===== src/rtl/div_sequencer.sv =====
// div_sequencer: multi-cycle radix-2 restoring divider for DIV/DIVU.
// Takes one quotient bit per cycle, holds the pipeline while it works,
// and presents quotient (LO) / remainder (HI) with a one-cycle strobe.
module div_sequencer #(
  parameter int WIDTH = 32,
  parameter int CNT_W = 6
) (
  input  logic             clk,
  input  logic             rst,
  input  logic             start,
  input  logic             is_signed,
  input  logic             annul,
  input  logic [WIDTH-1:0] a,
  input  logic [WIDTH-1:0] b,
  output logic [WIDTH-1:0] quotient,
  output logic [WIDTH-1:0] remainder,
  output logic             valid,
  output logic             busy,
  output logic             stall
);

  localparam logic [1:0] IDLE = 2'd0;
  localparam logic [1:0] PREP = 2'd1;
  localparam logic [1:0] RUN  = 2'd2;
  localparam logic [1:0] DONE = 2'd3;

  // Index of the final RUN iteration; the counter starts at zero in PREP.
  localparam logic [CNT_W-1:0] LAST_ITER = CNT_W'(WIDTH - 1);

  logic [1:0]       state;
  logic [1:0]       state_next;
  logic [CNT_W-1:0] cnt;

  // Operands latched at acceptance; op_b is overwritten with |b| in PREP.
  logic [WIDTH-1:0] op_a;
  logic [WIDTH-1:0] op_b;
  logic             op_signed;

  // Working registers: prem is the partial remainder, dvd starts as |a|
  // and collects quotient bits in from the bottom as the dividend shifts out.
  logic [WIDTH-1:0] prem;
  logic [WIDTH-1:0] dvd;
  logic             q_neg;
  logic             r_neg;

  logic             accept;
  logic             div_by_zero;
  logic             last_iter;
  logic [WIDTH-1:0] abs_a;
  logic [WIDTH-1:0] abs_b;
  logic [WIDTH:0]   shifted;
  logic [WIDTH:0]   diff;
  logic             qbit;
  logic [WIDTH-1:0] prem_next;
  logic [WIDTH-1:0] dvd_next;
  logic [WIDTH-1:0] q_fin;
  logic [WIDTH-1:0] r_fin;

  // Acceptance only from IDLE, and an annul in the same cycle vetoes it.
  always_comb begin
    accept      = (state == IDLE) && start && !annul;
    div_by_zero = (b == '0);
    last_iter   = (cnt == LAST_ITER);
  end

  // Magnitudes for the signed case; -2^WIDTH-1 maps onto itself, which is
  // the correct unsigned magnitude.
  always_comb begin
    abs_a = (op_signed && op_a[WIDTH-1]) ? (~op_a + WIDTH'(1)) : op_a;
    abs_b = (op_signed && op_b[WIDTH-1]) ? (~op_b + WIDTH'(1)) : op_b;
  end

  // One restoring step: shift in the next dividend bit, trial-subtract |b|,
  // keep the difference only if it did not go negative.
  always_comb begin
    shifted   = {prem, dvd[WIDTH-1]};
    diff      = shifted - {1'b0, op_b};
    qbit      = ~diff[WIDTH];
    prem_next = qbit ? diff[WIDTH-1:0] : shifted[WIDTH-1:0];
    dvd_next  = {dvd[WIDTH-2:0], qbit};
    q_fin     = q_neg ? (~dvd_next + WIDTH'(1)) : dvd_next;
    r_fin     = r_neg ? (~prem_next + WIDTH'(1)) : prem_next;
  end

  // Next-state selection; annul pulls PREP/RUN straight back to IDLE.
  always_comb begin
    state_next = state;
    case (state)
      IDLE: begin
        if (accept) begin
          state_next = div_by_zero ? DONE : PREP;
        end
      end
      PREP: begin
        state_next = annul ? IDLE : RUN;
      end
      RUN: begin
        if (annul) begin
          state_next = IDLE;
        end else if (last_iter) begin
          state_next = DONE;
        end
      end
      default: begin
        state_next = IDLE;
      end
    endcase
  end

  // State register.
  always_ff @(posedge clk or posedge rst) begin
    if (rst) begin
      state <= IDLE;
    end else begin
      state <= state_next;
    end
  end

  // Operand capture, sign preparation and the per-cycle divide step.
  always_ff @(posedge clk or posedge rst) begin
    if (rst) begin
      op_a      <= '0;
      op_b      <= '0;
      op_signed <= 1'b0;
      prem      <= '0;
      dvd       <= '0;
      q_neg     <= 1'b0;
      r_neg     <= 1'b0;
      cnt       <= '0;
    end else begin
      case (state)
        IDLE: begin
          if (accept) begin
            op_a      <= a;
            op_b      <= b;
            op_signed <= is_signed;
          end
        end
        PREP: begin
          dvd   <= abs_a;
          op_b  <= abs_b;
          q_neg <= op_signed && (op_a[WIDTH-1] ^ op_b[WIDTH-1]);
          r_neg <= op_signed && op_a[WIDTH-1];
          prem  <= '0;
          cnt   <= '0;
        end
        RUN: begin
          prem <= prem_next;
          dvd  <= dvd_next;
          cnt  <= cnt + CNT_W'(1);
        end
        default: begin
        end
      endcase
    end
  end

  // Result registers only change when a result is produced, so an annulled
  // divide leaves the previous result visible.
  always_ff @(posedge clk or posedge rst) begin
    if (rst) begin
      quotient  <= '0;
      remainder <= '0;
    end else if (accept && div_by_zero) begin
      quotient  <= '1;
      remainder <= a;
    end else if ((state == RUN) && !annul && last_iter) begin
      quotient  <= q_fin;
      remainder <= r_fin;
    end
  end

  // Handshake outputs; stall rises combinationally with an acceptable start.
  always_comb begin
    busy  = (state == PREP) || (state == RUN);
    valid = (state == DONE) && !annul;
    stall = busy || accept;
  end

endmodule


===== config.mk =====
export PLATFORM = sky130hd
export DESIGN_NAME = div_sequencer
export DESIGN_NICKNAME = d
export VERILOG_FILES = /design/src/rtl/div_sequencer.sv
export SDC_FILE = /design/constraint.sdc
export NUM_CORES = 1
export LEC_CHECK = 0
export BUFFER_PORTS_ARGS = -buffer_cell sky130_fd_sc_hd__buf_2
export CAP_MARGIN = 20
export CORE_ASPECT_RATIO = 0.9
export CORE_MARGIN = 3
export CORE_UTILIZATION = 50
export CTS_CLUSTER_SIZE = 14
export DETAILED_ROUTE_END_ITERATION = 8
export PLACE_DENSITY_LB_ADDON = 0.2
export SYNTH_ARGS = -nofsm -noshare
export SYNTH_HDL_FRONTEND = slang
export SYNTH_SLANG_ARGS = --single-unit

===== constraint.sdc =====
create_clock -name clk -period 6.2 [get_ports clk]
set_input_delay 0.31 -clock clk [delete_from_list [all_inputs] [get_ports clk]]
set_output_delay 0.31 -clock clk [all_outputs]
set_load 0.005 [all_outputs]

### Yosys cells after proc, flatten, opt, wreduce, memory -nomap -nowiden

Index checks and enable logic that the tools add are counted.

| storage, ports and cells | value |
|---|---|
| bits in registers | 203 |
| bits of input ports | 69 |

| cells by class | value |
|---|---|
| add/subtract/negate cells | 6 |
| eq/ne operators | 7 |
| muxes and demuxes | 20 |
| bitwise gates (word level) | 6 |
| reductions and logical operators | 20 |

Operator list:

| kind | number |
|---|---|
| 2-to-1 mux 32 bit | 10 |
| case mux 32 bit (2 select lines) | 3 |
| adder 32 x 1 -> 32 bit, second input constant | 4 |
| NOT 32 bit | 4 |
| subtractor 33 x 32 -> 33 bit | 1 |
| zero test 32 bit | 1 |
| case mux 6 bit (2 select lines) | 1 |
| 2-to-1 mux 2 bit | 5 |
| logical AND 1 bit | 9 |
| adder 6 x 1 -> 6 bit, second input constant | 1 |
| equality test 6 x 5 -> 1 bit, second input constant | 1 |
| case mux 2 bit (3 select lines) | 1 |
| nonzero test 2 bit | 3 |
| equality test 2 bit, second input constant | 2 |
| != test 2 bit, second input constant | 2 |
| AND reduction 2 bit | 2 |
| != test 3 bit, second input constant | 1 |
| AND reduction 3 bit | 1 |
| equality test 2 x 1 -> 1 bit, second input constant | 1 |
| zero test 2 bit | 1 |
| logical OR 1 bit | 2 |
| zero test 1 bit | 1 |
| NOT 1 bit | 1 |
| bitwise XOR 1 bit | 1 |

### Logic depth before layout (Yosys ltp)

Gate-level depths: netlist of the first run.

| logic depth | value |
|---|---|
| word-level depth | 7 |
| mapped depth | 23 |

### Least setup slack after synthesis of the first run

OpenSTA, ideal clock, no wires.

| timing | value |
|---|---|
| path type | register to register |
| from | register op_b[7] |
| to | register remainder[26] |
| arrival | 4.992 ns |
| data required time | 6.112 ns |
| setup slack | 1.119 ns |
| cell stages (with the launch flop) | 23 |
| period minus slack after synthesis | 5.081 ns |
| cell sequence | dfrtp_1 > inv_1 > ha_1 > buf_6 > a21oi_4 > a21boi_4 > a31oi_4 > a31o_4 > a211oi_4 > nor2_4 > inv_2 > clkbuf_1 > buf_1 > nor2_1 > a21oi_1 > ha_1 > inv_1 > nor4_1 > a31oi_1 > or3_1 > or3_1 > or3_1 > a41oi_1 |

| on the way | value |
|---|---|
| longest elaborated chain between the ends | 7 |

RTL lines:

| item | line | source |
|---|---|---|
| start, declared | 36 | `logic [WIDTH-1:0] op_b;` |
| start signal, assigned | 141 | `op_b <= abs_b;` |
| subtractor 33 x 32 -> 33 bit (*) | 77 | `diff = shifted - {1'b0, op_b};` |
| 2-to-1 mux 32 bit (*) | 79 | `prem_next = qbit ? diff[WIDTH-1:0] : shifted[WIDTH-1:0];` |
| NOT 32 bit | 82 | `r_fin = r_neg ? (~prem_next + WIDTH'(1)) : prem_next;` |
| adder 32 x 1 -> 32 bit | 82 |  |
| 2-to-1 mux 32 bit (*) | 82 |  |
| 2-to-1 mux 32 bit (*) | 167 | `end else if ((state == RUN) && !annul && last_iter) begin` |
| 2-to-1 mux 32 bit (*) | 164 | `end else if (accept && div_by_zero) begin` |
| end signal, assigned | 169 | `remainder <= r_fin;` |
| end, declared | 16 | `output logic [WIDTH-1:0] remainder,` |

Every way passes the cells marked *; elsewhere a longest branch is shown, timed or not. The select of a mux whose other input is x is not followed.
A chain may end at the register's enable or synchronous reset.

### Worst setup path after layout of the first run

| timing | value |
|---|---|
| from | register op_b[19] |
| to | register remainder[26] |

The elaborated chain is that of the path after synthesis.

==> metrics, run 1 <==
period utilisation layout=84.13%; layout cells sized above 1=16.69%; CP startpoint=op_b[19]; total number of vias=13500; type of the worst min-delay path=input pin to async pin; Syn Nets=1805; Post-CTS Repair Setup Buffers=0; post-CTS clock slew at the launch and capture registers of the worst setup and hold paths=60 ps; mux cell area share after synthesis=6.144%; Post-Place Worst Slack=1092 ps; Tot GR Track Use=27.73%; Final ANT Viol Nets=0; total chip power=6.630 mW; number of fillers in the final layout=2507; met3 demand-to-capacity share in global routing=5.037%; routed wirelength normalized by instance count=20.09 microns; Num CTS Buffers=24; largest family of logic cells by synthesized area=compound AO/OA/AOI/OAI gates; via count of the first global-routing pass=12650; stage delay of the slowest cell on the critical path=520 ps; result of the run=finished with violations; GPL Wtd Cong=0.9268; maximum number of buffers from clock root to sink=3; Sinks on Clock Net=203; initial core utilization=51.62%; post-synthesis compound-gate area fraction=25.62%; RR Startpoint=op_b[19]; final critical path time including I/O delays and setup=5216 ps; library cell appearing most often on the critical path=sky130_fd_sc_hd__or3_1; standard cell with the maximum stage delay on the critical path=sky130_fd_sc_hd__or3_1; GR Util met1=40.67%; setup violation total in the final timing report=0; required time of the critical path=6630 ps; die footprint=30410 sq um; count of different cell masters after synthesis=87; simple-gate portion of the synthesized area=17.38%; area added between synthesis and finish=12.12%; total count of max-transition violations in the final report=0; CTS tree=built; post-synthesis sequential element count=203; endpoints failing hold=13; final sum of negative setup slack=0 ps; dpl hpwl=31290 microns; ordered cell list for the critical path=inv_1, ha_1, a21o_1, o21bai_2, a211oi_1, o21ai_0, a211oi_4, nor2_4, inv_2, nor2_1, a21oi_1, ha_1, inv_1, nor4_1, a31oi_1, or3_1, or3_1, or3_1, a41oi_1; vertical extent of the die=165.7 microns; GRT met2 Usage=43.00%; Max-Slew Margin vs Limit=38.49%; overflow left after global routing=0; number of placement rows=57; CTS-repair resized insts=0; data arrival time of the critical path=5640 ps; worst-case vdd ir drop=278.6 uV; biggest fanout along the worst timing path=11; final setup slack of the worst path=983.7 ps; number of antenna violations at the first check in global routing=0; detailed-router iteration count before antenna repair=6; FMAX=191.7 MHz; final layout net count=1880; Post-Synth XOR/XNOR Area=5.808%; Pwr Density=417.1 nW/um^2; register area share after synthesis=35.84%; dominant synthesized flop cell=sky130_fd_sc_hd__dfrtp_1; global-route wire length before repair=69180 microns; drc violations=0; adder-cell share of the synthesized area=3.849%; clock tree root driver cell=sky130_fd_sc_hd__clkbuf_16; classification of the worst setup path=register to register; kind of end point of the critical path=register; number of input and output port buffers inserted=135; DRC marker count from the first detailed-route iteration=1321; n_diodes=0; static leakage power=6.822 nW; count of hold buffers inserted by post-cts repair=0; setup repair after global routing missed its margin=no; proportion of register bits with asynchronous set or reset after synthesis=100.0%; width of the die=183.5 microns; area of the mapped netlist=14170 sq um; post-detailed-route via-to-cell ratio=6.307; EDFF count, synth=0; CP Launch Type=register; Total Routed Length=42980 microns; WHS=-59.27 ps; area of the core=27460 sq um; Least-Margin Pin Slew=922.7 ps; violations in the final reports=hold timing; Post-Place Cells=2094; Max Cap Violations=0; clk_skew=20.78 ps; latest clock arrival within the worst-skew pair=530 ps; CTS HTree Levels=1; num ports=136; largest net degree at the start of global routing=128; global-route layer with the greatest usage=met2; cell count after synthesis=1693; Synth warnings=0; mean cell area of the mapped netlist=8.373 sq um; number of standard cells in the final layout excluding fillers=2140
[layer usage]
metal / vias up / routed length, microns
li1: 6392 / -
met4: 0 / 1046
met5: - / 0
met3: 59 / 3229
met1: 6570 / 19510
met2: 477 / 19200
[critical path, delay by kind of cell (launching register included)]
family / cells / cell delay [ps]
AO/OA/AOI/OAI: 8 / 2140
AND/OR/NAND/NOR: 6 / 1590
buffers and inverters: 3 / 310
adder cells (fa/ha/maj): 2 / 660
flip-flops: 1 / 440
[cells in the final DEF (no fill, tap or decap), types with 9 or more instances in the layout]
master,netlist,routed
sky130_fd_sc_hd__nor2_1,114,113
sky130_fd_sc_hd__buf_4,0,19
sky130_fd_sc_hd__mux2_2,64,64
sky130_fd_sc_hd__clkbuf_16,0,25
sky130_fd_sc_hd__or4_1,11,11
sky130_fd_sc_hd__a31oi_1,30,30
sky130_fd_sc_hd__nand2_1,168,168
sky130_fd_sc_hd__dfrtp_1,203,203
sky130_fd_sc_hd__o31ai_1,24,24
sky130_fd_sc_hd__o41ai_1,15,15
sky130_fd_sc_hd__o311ai_0,10,10
sky130_fd_sc_hd__o21a_1,14,14
sky130_fd_sc_hd__a21o_1,9,9
sky130_fd_sc_hd__o21ai_0,115,115
sky130_fd_sc_hd__o211ai_1,36,36
sky130_fd_sc_hd__xnor2_1,31,31
sky130_fd_sc_hd__ha_1,42,40
sky130_fd_sc_hd__nor4_1,22,22
sky130_fd_sc_hd__nand3_1,47,46
sky130_fd_sc_hd__mux2i_1,15,15
sky130_fd_sc_hd__buf_2,10,135
sky130_fd_sc_hd__a21oi_1,152,151
sky130_fd_sc_hd__and3_1,21,21
sky130_fd_sc_hd__nor3_1,39,38
sky130_fd_sc_hd__xor2_1,63,63
sky130_fd_sc_hd__or3_1,25,24
sky130_fd_sc_hd__nand4_1,27,27
sky130_fd_sc_hd__o22ai_1,57,57
sky130_fd_sc_hd__a211oi_1,20,20
sky130_fd_sc_hd__o21ai_1,15,15
sky130_fd_sc_hd__inv_1,89,88
[cell type report]
class | count | area, sq um | share of cell area [%]
flip-flops and latches | 203 | 5080 | 31.96
well taps | 354 | 442.9 | 2.787
repair buffers | 156 | 865.8 | 5.448
clock inverters | 12 | 100.1 | 0.6298
clock buffers | 32 | 691.9 | 4.354
multi-input cells | 1293 | 8367 | 52.65
inverters | 90 | 345.3 | 2.173
[registers in the layout, summed over array words and instances, names as in the netlist]
register / flops
dvd: 32
op_a: 32
op_b: 32
prem: 32
quotient: 32
remainder: 32
cnt: 6
state: 2
op_signed: 1
q_neg: 1
r_neg: 1
[where the power goes]
group	leakage, nW	total [mW]	switching (mW)	internal (mW)
combinational	3.84	3.07	1.82	1.25
clock	0.387	1.42	0.595	0.828
sequential	2.59	2.13	0.451	1.68
[metrics by stage]
step | instance area, sq um | hold slack [ps] | util [%]
3_5_place_dp | 15050 | 493.2 | 54.82
5_1_grt | 15890 | 16.40 | 57.88
3_3_place_gp | 15050 | 490.2 | 54.82
2_1_floorplan | 14170 | 426.8 | -
6_report | 15890 | -59.27 | 57.88
4_1_cts | 15850 | 5.034 | 57.71
[kinds of logic after synthesis]
group	Yosys count
AOI/OAI and AO/OA	563
DFF	203
muxes	79
adders and majority gates	43
buffers and inverters	197
xor gates and xnor gates	94
and+or+nand+nor	514
[synth_stat cells, drive strengths merged, types with 5 or more instances]
library cell  count  share of area, %
a21o             10              0.54
nand4            27               1.2
clkbuf           88               2.3
a21oi           153               5.5
o21ai           130               4.6
and3             21              0.93
mux2i            15               1.1
nor3             40               1.5
o211ai           36               1.9
o21a             14              0.74
xor2             63               3.9
a22oi             5              0.26
or3              26               1.2
or4              12              0.64
o22ai            57               2.5
ha               42               3.7
dfrtp           203                36
a31o              6              0.49
a31oi            31               1.5
xnor2            31               1.9
o21bai            5              0.29
nand2           168               4.4
nand2b            7              0.31
inv              90               2.4
a211oi           21               1.2
or2               5              0.22
buf              19              0.64
o311ai           10              0.62
nor2b             9              0.45
nor4             22              0.97
and2              8              0.35
nor2            115               3.1
nand3            47               1.7
o41ai            16               1.0
o31ai            25               1.4
mux2             64               5.1
[final timing paths]
kind	end	slack (ps)	depth (start not counted)
min in group clk	remainder[10]	10	2
min	cnt[2]	-60	2
max	remainder[26]	980	19
max in group asynchronous	prem[17]	4980	4
min reg2reg	quotient[16]	500	2
max reg2reg	remainder[26]	980	19
No activity file was read; power rests on OpenSTA's default activity.
==> inputs of run 2 (changes only) <==
--- a/config.mk
+++ b/config.mk
@@ -5,6 +5,7 @@
 export SDC_FILE = /design/constraint.sdc
 export NUM_CORES = 1
 export LEC_CHECK = 0
+export ABC_AREA = 1
 export BUFFER_PORTS_ARGS = -buffer_cell sky130_fd_sc_hd__buf_2
 export CAP_MARGIN = 20
 export CORE_ASPECT_RATIO = 0.9
==> constraint.sdc (replaced) <==
create_clock -name clk -period 5 [get_ports clk]
set_input_delay 0.25 -clock clk [delete_from_list [all_inputs] [get_ports clk]]
set_output_delay 0.25 -clock clk [all_outputs]
set_load 0.005 [all_outputs]
==> run 2 against run 1 <==
Against the previous run:
- the flow now finishes without violations
- synthesized cell count increased by 24%
- count of clock-buffer cells in the layout unchanged
- combinational power increased by 25%
- critical path depth increased by 10
- via count increased by 9.4%
- final area up 3.1%
- critical endpoint is now quotient[28]
- highest routed layer is now met5
==> metrics, run 2 <==
Least-Margin Pin Slew=1120 ps; number of antenna violations at the first check in global routing=1; global-route wire length before repair=75730 microns; final sum of negative setup slack=0 ps; die footprint=30770 sq um; area of the core=28080 sq um; clock tree root driver cell=sky130_fd_sc_hd__clkbuf_16; Syn Nets=2213; dpl hpwl=37670 microns; required time of the critical path=5410 ps; layout cells sized above 1=12.04%; biggest fanout along the worst timing path=4; num ports=136; GPL Wtd Cong=0.9843; n_diodes=0; register area share after synthesis=35.40%; CP Launch Type=register; kind of end point of the critical path=register; Synth warnings=0; period utilisation layout=88.24%; number of standard cells in the final layout excluding fillers=2620; FMAX=226.7 MHz; Num CTS Buffers=24; routed wirelength normalized by instance count=18.63 microns; final layout net count=2356; classification of the worst setup path=register to register; endpoints failing hold=0; cell count after synthesis=2101; detailed-router iteration count before antenna repair=5; most common library cell in the layout ignoring fill and taps=sky130_fd_sc_hd__nand2_1; post-synthesis sequential element count=203; standard cell with the maximum stage delay on the critical path=sky130_fd_sc_hd__fa_1; mean cell area of the mapped netlist=6.829 sq um; worst-case vdd ir drop=263.4 uV; overflow left after global routing=0; most frequent cells in the layout=sky130_fd_sc_hd__nand2_1, sky130_fd_sc_hd__inv_1, sky130_fd_sc_hd__nor2_1; top cells by count, synth=sky130_fd_sc_hd__nand2_1, sky130_fd_sc_hd__inv_1, sky130_fd_sc_hd__nor2_1; largest net degree at the start of global routing=67; cell type group with the largest total delay on the critical path=simple AND/OR/NAND/NOR gates; latest clock arrival within the worst-skew pair=530 ps; Tot GR Track Use=31.18%; library cell appearing most often on the critical path=sky130_fd_sc_hd__nand2_1; vertical extent of the die=166.7 microns; number of placement rows=58; area added between synthesis and finish=14.21%; Max Cap Violations=0; Post-Place Worst Slack=726.9 ps; result of the run=finished clean; Critical path buffers and inverters=4; setup violation total in the final timing report=0; placed instance area=15320 sq um; leading cell type by number of instances after synthesis=sky130_fd_sc_hd__nand2_1; biggest area contributors in the synthesized netlist=sky130_fd_sc_hd__dfrtp_1, sky130_fd_sc_hd__nand2_1, sky130_fd_sc_hd__inv_1; setup repair after global routing missed its margin=no; Total Routed Length=48800 microns; initial core utilization=51.09%; WHS=17.56 ps; Pwr Density=496.3 nW/um^2; DRC marker count from the first detailed-route iteration=1467; post-CTS clock slew at the launch and capture registers of the worst setup and hold paths=60 ps; proportion of register bits with asynchronous set or reset after synthesis=100.0%; EDFF count, synth=0; total count of max-transition violations in the final report=0; final setup slack of the worst path=588.2 ps; via count of the first global-routing pass=13660; data arrival time of the critical path=4820 ps; type of the worst min-delay path=input pin to register; top cell type by total area after synthesis=sky130_fd_sc_hd__dfrtp_1; drc violations=0; CTS tree=built; static leakage power=8.445 nW; CTS HTree Levels=1; maximum number of buffers from clock root to sink=3; Max-Slew Margin vs Limit=25.06%; dominant synthesized flop cell=sky130_fd_sc_hd__dfrtp_1; Sinks on Clock Net=203; area of the mapped netlist=14350 sq um; clk_skew=14.77 ps; Post-Place Cells=2549; final critical path time including I/O delays and setup=4412 ps; fraction of post-synthesis cell area in the top cell type by area=35.40%; post-detailed-route via-to-cell ratio=5.634; number of input and output port buffers inserted=135; summed area of non-filler cells in the final layout=16390 sq um; Final ANT Viol Nets=0; width of the die=184.6 microns; total number of vias=14760; stage delay of the slowest cell on the critical path=400 ps; count of different cell masters after synthesis=54
## run 2: cell count changes after synthesis, sizes merged, moves of 37 or more
| cell | delta |
|---|---|
| nand3 | +105 |
| clkbuf | -43 |
| o221ai | +37 |
| mux2 | -64 |
| a21oi | -85 |
| nor2 | +114 |
| nand2 | +450 |
| inv | +213 |
## run 2: final timing paths
check	slack (ps)	startpoint	cells past startpoint	end
setup / recovery	590	dvd[31]	29	quotient[28]
min in group asynchronous	330	rst	3	state[0]
setup reg to reg	590	dvd[31]	29	quotient[28]
max in group asynchronous	3360	rst	4	prem[24]
hold reg to reg	490	dvd[29]	2	dvd[29]
hold / removal	20	b[20]	3	op_b[20]
## run 2: through the flow
step / utilization [%] / total power, mW
6_report: 58.35 / 8.134
5_1_grt: 58.35 / 8.710
3_3_place_gp: 54.56 / 6.186
3_5_place_dp: 54.56 / 6.266
2_1_floorplan: - / 5.126
4_1_cts: 58.35 / 8.059
## run 2: final cells by class
cell class / count / area, sq um
Clock inverter: 10 / 92.59
Multi-Input combinational cell: 1525 / 7826
Fill cell: 2761 / 11700
Inverter: 309 / 1164
Timing Repair Buffer: 181 / 1094
Sequential cell: 203 / 5080
Tap cell: 360 / 450.4
Clock buffer: 32 / 681.9
## run 2: per-layer routing
| layer | track usage [%] | share of wire [%] | wire length (microns) | vias to the layer above |
|---|---|---|---|---|
| met5 | 0 | 0.027 | 13 | - |
| met4 | 6.770 | 2.2 | 1064 | 2 |
| met3 | 9.282 | 11 | 5273 | 66 |
| met2 | 43.92 | 40 | 19740 | 643 |
| met1 | 47.17 | 47 | 22710 | 6919 |
| li1 | - | - | - | 7131 |
## run 2: logic make-up after synthesis
kind of cell	count (synthesis)	share of synthesized area [%]
compound gates	350	14.81
xor+xnor	55	3.357
fa+ha+maj	43	3.802
buf+inv	373	10.12
flops	203	35.40
simple gates	1077	32.51
## run 2: repair_timing
item,in CTS,in global routing
gates resized for setup,0,0
setup buffers,0,0
hold buffers,29,0
endpoints found under the hold margin,57,0
## run 2: worst register-to-register path: cells and delay by family (launching register included)
family,cells,cell delay (ps)
compound gates,1,130
simple gates,20,2670
xor+xnor,1,140
buf+inv,4,250
fa+ha+maj,3,770
flops,1,320
## run 2: where the power goes
part	switching (mW)	internal [mW]	total, mW	leakage [nW]
clock	0.733	1.01	1.75	0.382
combinational	2.66	1.19	3.85	5.47
sequential	0.451	2.08	2.53	2.60
==> inputs of run 3 (changes only) <==
--- a/config.mk
+++ b/config.mk
@@ -5,15 +5,16 @@
 export SDC_FILE = /design/constraint.sdc
 export NUM_CORES = 1
 export LEC_CHECK = 0
-export ABC_AREA = 1
+export ABC_AREA = 0
 export BUFFER_PORTS_ARGS = -buffer_cell sky130_fd_sc_hd__buf_2
 export CAP_MARGIN = 20
-export CORE_ASPECT_RATIO = 0.9
+export CORE_ASPECT_RATIO = 0.7
 export CORE_MARGIN = 3
 export CORE_UTILIZATION = 50
 export CTS_CLUSTER_SIZE = 14
 export DETAILED_ROUTE_END_ITERATION = 8
 export PLACE_DENSITY_LB_ADDON = 0.2
+export REMOVE_ABC_BUFFERS = 1
 export SYNTH_ARGS = -nofsm -noshare
 export SYNTH_HDL_FRONTEND = slang
 export SYNTH_SLANG_ARGS = --single-unit
==> run 3 against run 2 <==
Against the previous run:
- die area down 1.1%
- routed wire length down 9.1%
- combinational power up 3%
- non-clock buffer count up 32
- sequential share of layout area up 0.081 points
- power up 1.1%
- largest power group unchanged
==> metrics, run 3 (same netlist as run 1, synthesis figures left out) <==
final layout net count=1936; latest clock arrival within the worst-skew pair=530 ps; die footprint=30440 sq um; required time of the critical path=5400 ps; total count of max-transition violations in the final report=0; classification of the worst setup path=register to register; placed instance area=15210 sq um; footprint of the multi-input gates=8412 sq um; clock tree root driver cell=sky130_fd_sc_hd__clkbuf_16; Post-Place Worst Slack=241.5 ps; type of the worst min-delay path=input pin to register; dpl hpwl=32680 microns; slack of the worst reg-to-reg path=240 ps; reg-to-reg critical path endpoint=remainder[30]; clk_skew=20.38 ps; CTS tree=built; FMAX=209.9 MHz; hold path cells=3; biggest fanout along the worst timing path=8; cell count of the worst reg-to-reg path=20; setup violation total in the final timing report=0; number of fillers in the final layout=2463; total chip power=8.222 mW; Sinks on Clock Net=203; static leakage power=7.027 nW; final setup slack of the worst path=236.4 ps; most common library cell in the layout ignoring fill and taps=sky130_fd_sc_hd__dfrtp_1; drc violations=0; GPL Wtd Cong=0.9494; n_diodes=0; endpoints failing hold=0; period utilisation layout=95.27%; final sum of negative setup slack=0 ps; Total Routed Length=44350 microns; RR Startpoint=dvd[31]; footprint of the flip-flops and latches=5081 sq um; layout cells sized above 1=17.57%; detailed-router iteration count before antenna repair=5; routed wirelength normalized by instance count=20.14 microns; maximum number of buffers from clock root to sink=3; Tot GR Track Use=28.40%; width of the die=207.2 microns; number of input and output port buffers inserted=135; final critical path time including I/O delays and setup=4764 ps; number of antenna violations at the first check in global routing=1; worst-case vdd ir drop=303.6 uV; DRC marker count from the first detailed-route iteration=1451; Num CTS Buffers=23; largest net degree at the start of global routing=129; data arrival time of the critical path=5170 ps; overflow left after global routing=0; CTS HTree Levels=1; critical path capture point=remainder[30]; Max-Slew Margin vs Limit=37.32%; result of the run=finished clean; area added between synthesis and finish=15.34%; post-CTS clock slew at the launch and capture registers of the worst setup and hold paths=60 ps; vertical extent of the die=146.9 microns; post-detailed-route via-to-cell ratio=6.229; global-route wire length before repair=71140 microns; summed area of non-filler cells in the final layout=16350 sq um; WHS=17.81 ps; via count of the first global-routing pass=12790; kind of end point of the critical path=register; area of the core=27340 sq um; most frequent cells in the layout=sky130_fd_sc_hd__dfrtp_1, sky130_fd_sc_hd__nand2_1, sky130_fd_sc_hd__a21oi_1; CP Launch Type=register; total number of vias=13720; Least-Margin Pin Slew=940.1 ps; initial core utilization=51.85%; Final ANT Viol Nets=0; Max Cap Violations=0; Pwr Density=502.9 nW/um^2; CP startpoint=dvd[31]; number of placement rows=50; num ports=136
[run 3: cell types whose count changed in the layout (fill, tap and decap cells not counted), moves of 32 or more]
cell | before | now
sky130_fd_sc_hd__inv_1 | 293 | 88
sky130_fd_sc_hd__o22ai_1 | 25 | 57
sky130_fd_sc_hd__o221ai_1 | 38 | 1
sky130_fd_sc_hd__nor2_1 | 209 | 113
sky130_fd_sc_hd__nand3_1 | 146 | 46
sky130_fd_sc_hd__nand2_1 | 584 | 168
sky130_fd_sc_hd__mux2_2 | 0 | 64
sky130_fd_sc_hd__a21oi_1 | 63 | 149
[run 3: final cells by class]
class	count	share of cell area (%)
clock inverters	5	0.1990
clock buffers	34	4.018
multi-input cells	1293	51.45
well taps	364	2.786
inverters	90	2.112
repair buffers	213	8.357
flip-flops and latches	203	31.08
[run 3: layer usage]
metal | track usage (%) | vias up | share of wire (%)
met4 | 5.561 | 2 | 1.8
met2 | 41.13 | 560 | 42
met3 | 5.742 | 64 | 8.5
met5 | 0 | - | 0.029
li1 | - | 6500 | -
met1 | 43.96 | 6590 | 48
[run 3: stage by stage]
| stage | utilization, % | cells |
|---|---|---|
| 6_report | 59.80 | 2202 |
| 3_5_place_dp | 55.63 | 2123 |
| 4_1_cts | 59.36 | 2195 |
| 2_1_floorplan | - | 1586 |
| 3_3_place_gp | 55.63 | 2123 |
| 5_1_grt | 59.80 | 2202 |
[run 3: worst max-delay path, stage by stage (launching register included)]
cell,delay [ps]
sky130_fd_sc_hd__dfrtp_2,400
sky130_fd_sc_hd__inv_1,60
sky130_fd_sc_hd__ha_1,220
sky130_fd_sc_hd__fa_2,380
sky130_fd_sc_hd__nor2b_4,160
sky130_fd_sc_hd__o31ai_4,120
sky130_fd_sc_hd__a31oi_4,290
sky130_fd_sc_hd__a31o_4,270
sky130_fd_sc_hd__a31o_4,250
sky130_fd_sc_hd__nor2_4,70
sky130_fd_sc_hd__inv_2,140
sky130_fd_sc_hd__nor2_1,90
sky130_fd_sc_hd__a21oi_2,160
sky130_fd_sc_hd__ha_2,210
sky130_fd_sc_hd__inv_1,90
sky130_fd_sc_hd__nor4_2,260
sky130_fd_sc_hd__a31oi_1,130
sky130_fd_sc_hd__or2_1,380
sky130_fd_sc_hd__nor4_1,340
sky130_fd_sc_hd__mux2_2,370
sky130_fd_sc_hd__o31a_1,240
[run 3: worst min-delay path by stage]
stage | from | endpoint | slack, ps
final | a[21] | remainder[21] | 20
after global routing | a[24] | op_a[24] | 6
after CTS | a[18] | op_a[18] | 2
after detailed placement | q_neg | q_neg | 480
after global placement | q_neg | q_neg | 480
after floorplan | a[0] | remainder[0] | 370
[run 3: what timing repair did]
action | in CTS | in global routing
hold endpoints to repair | 109 | 1
hold buffers | 33 | 1
setup endpoints to repair | 0 | 10
gates resized for setup | 0 | 13
buffers inserted | 0 | 5
[run 3: report_power, final]
group          leakage (nW)  internal, mW  total (mW)  switching [mW]
combinational          4.09          1.65        3.96            2.32
sequential             2.59          2.08        2.65           0.568
clock                 0.341         0.907        1.60           0.698
total                  7.03          4.64        8.22            3.58
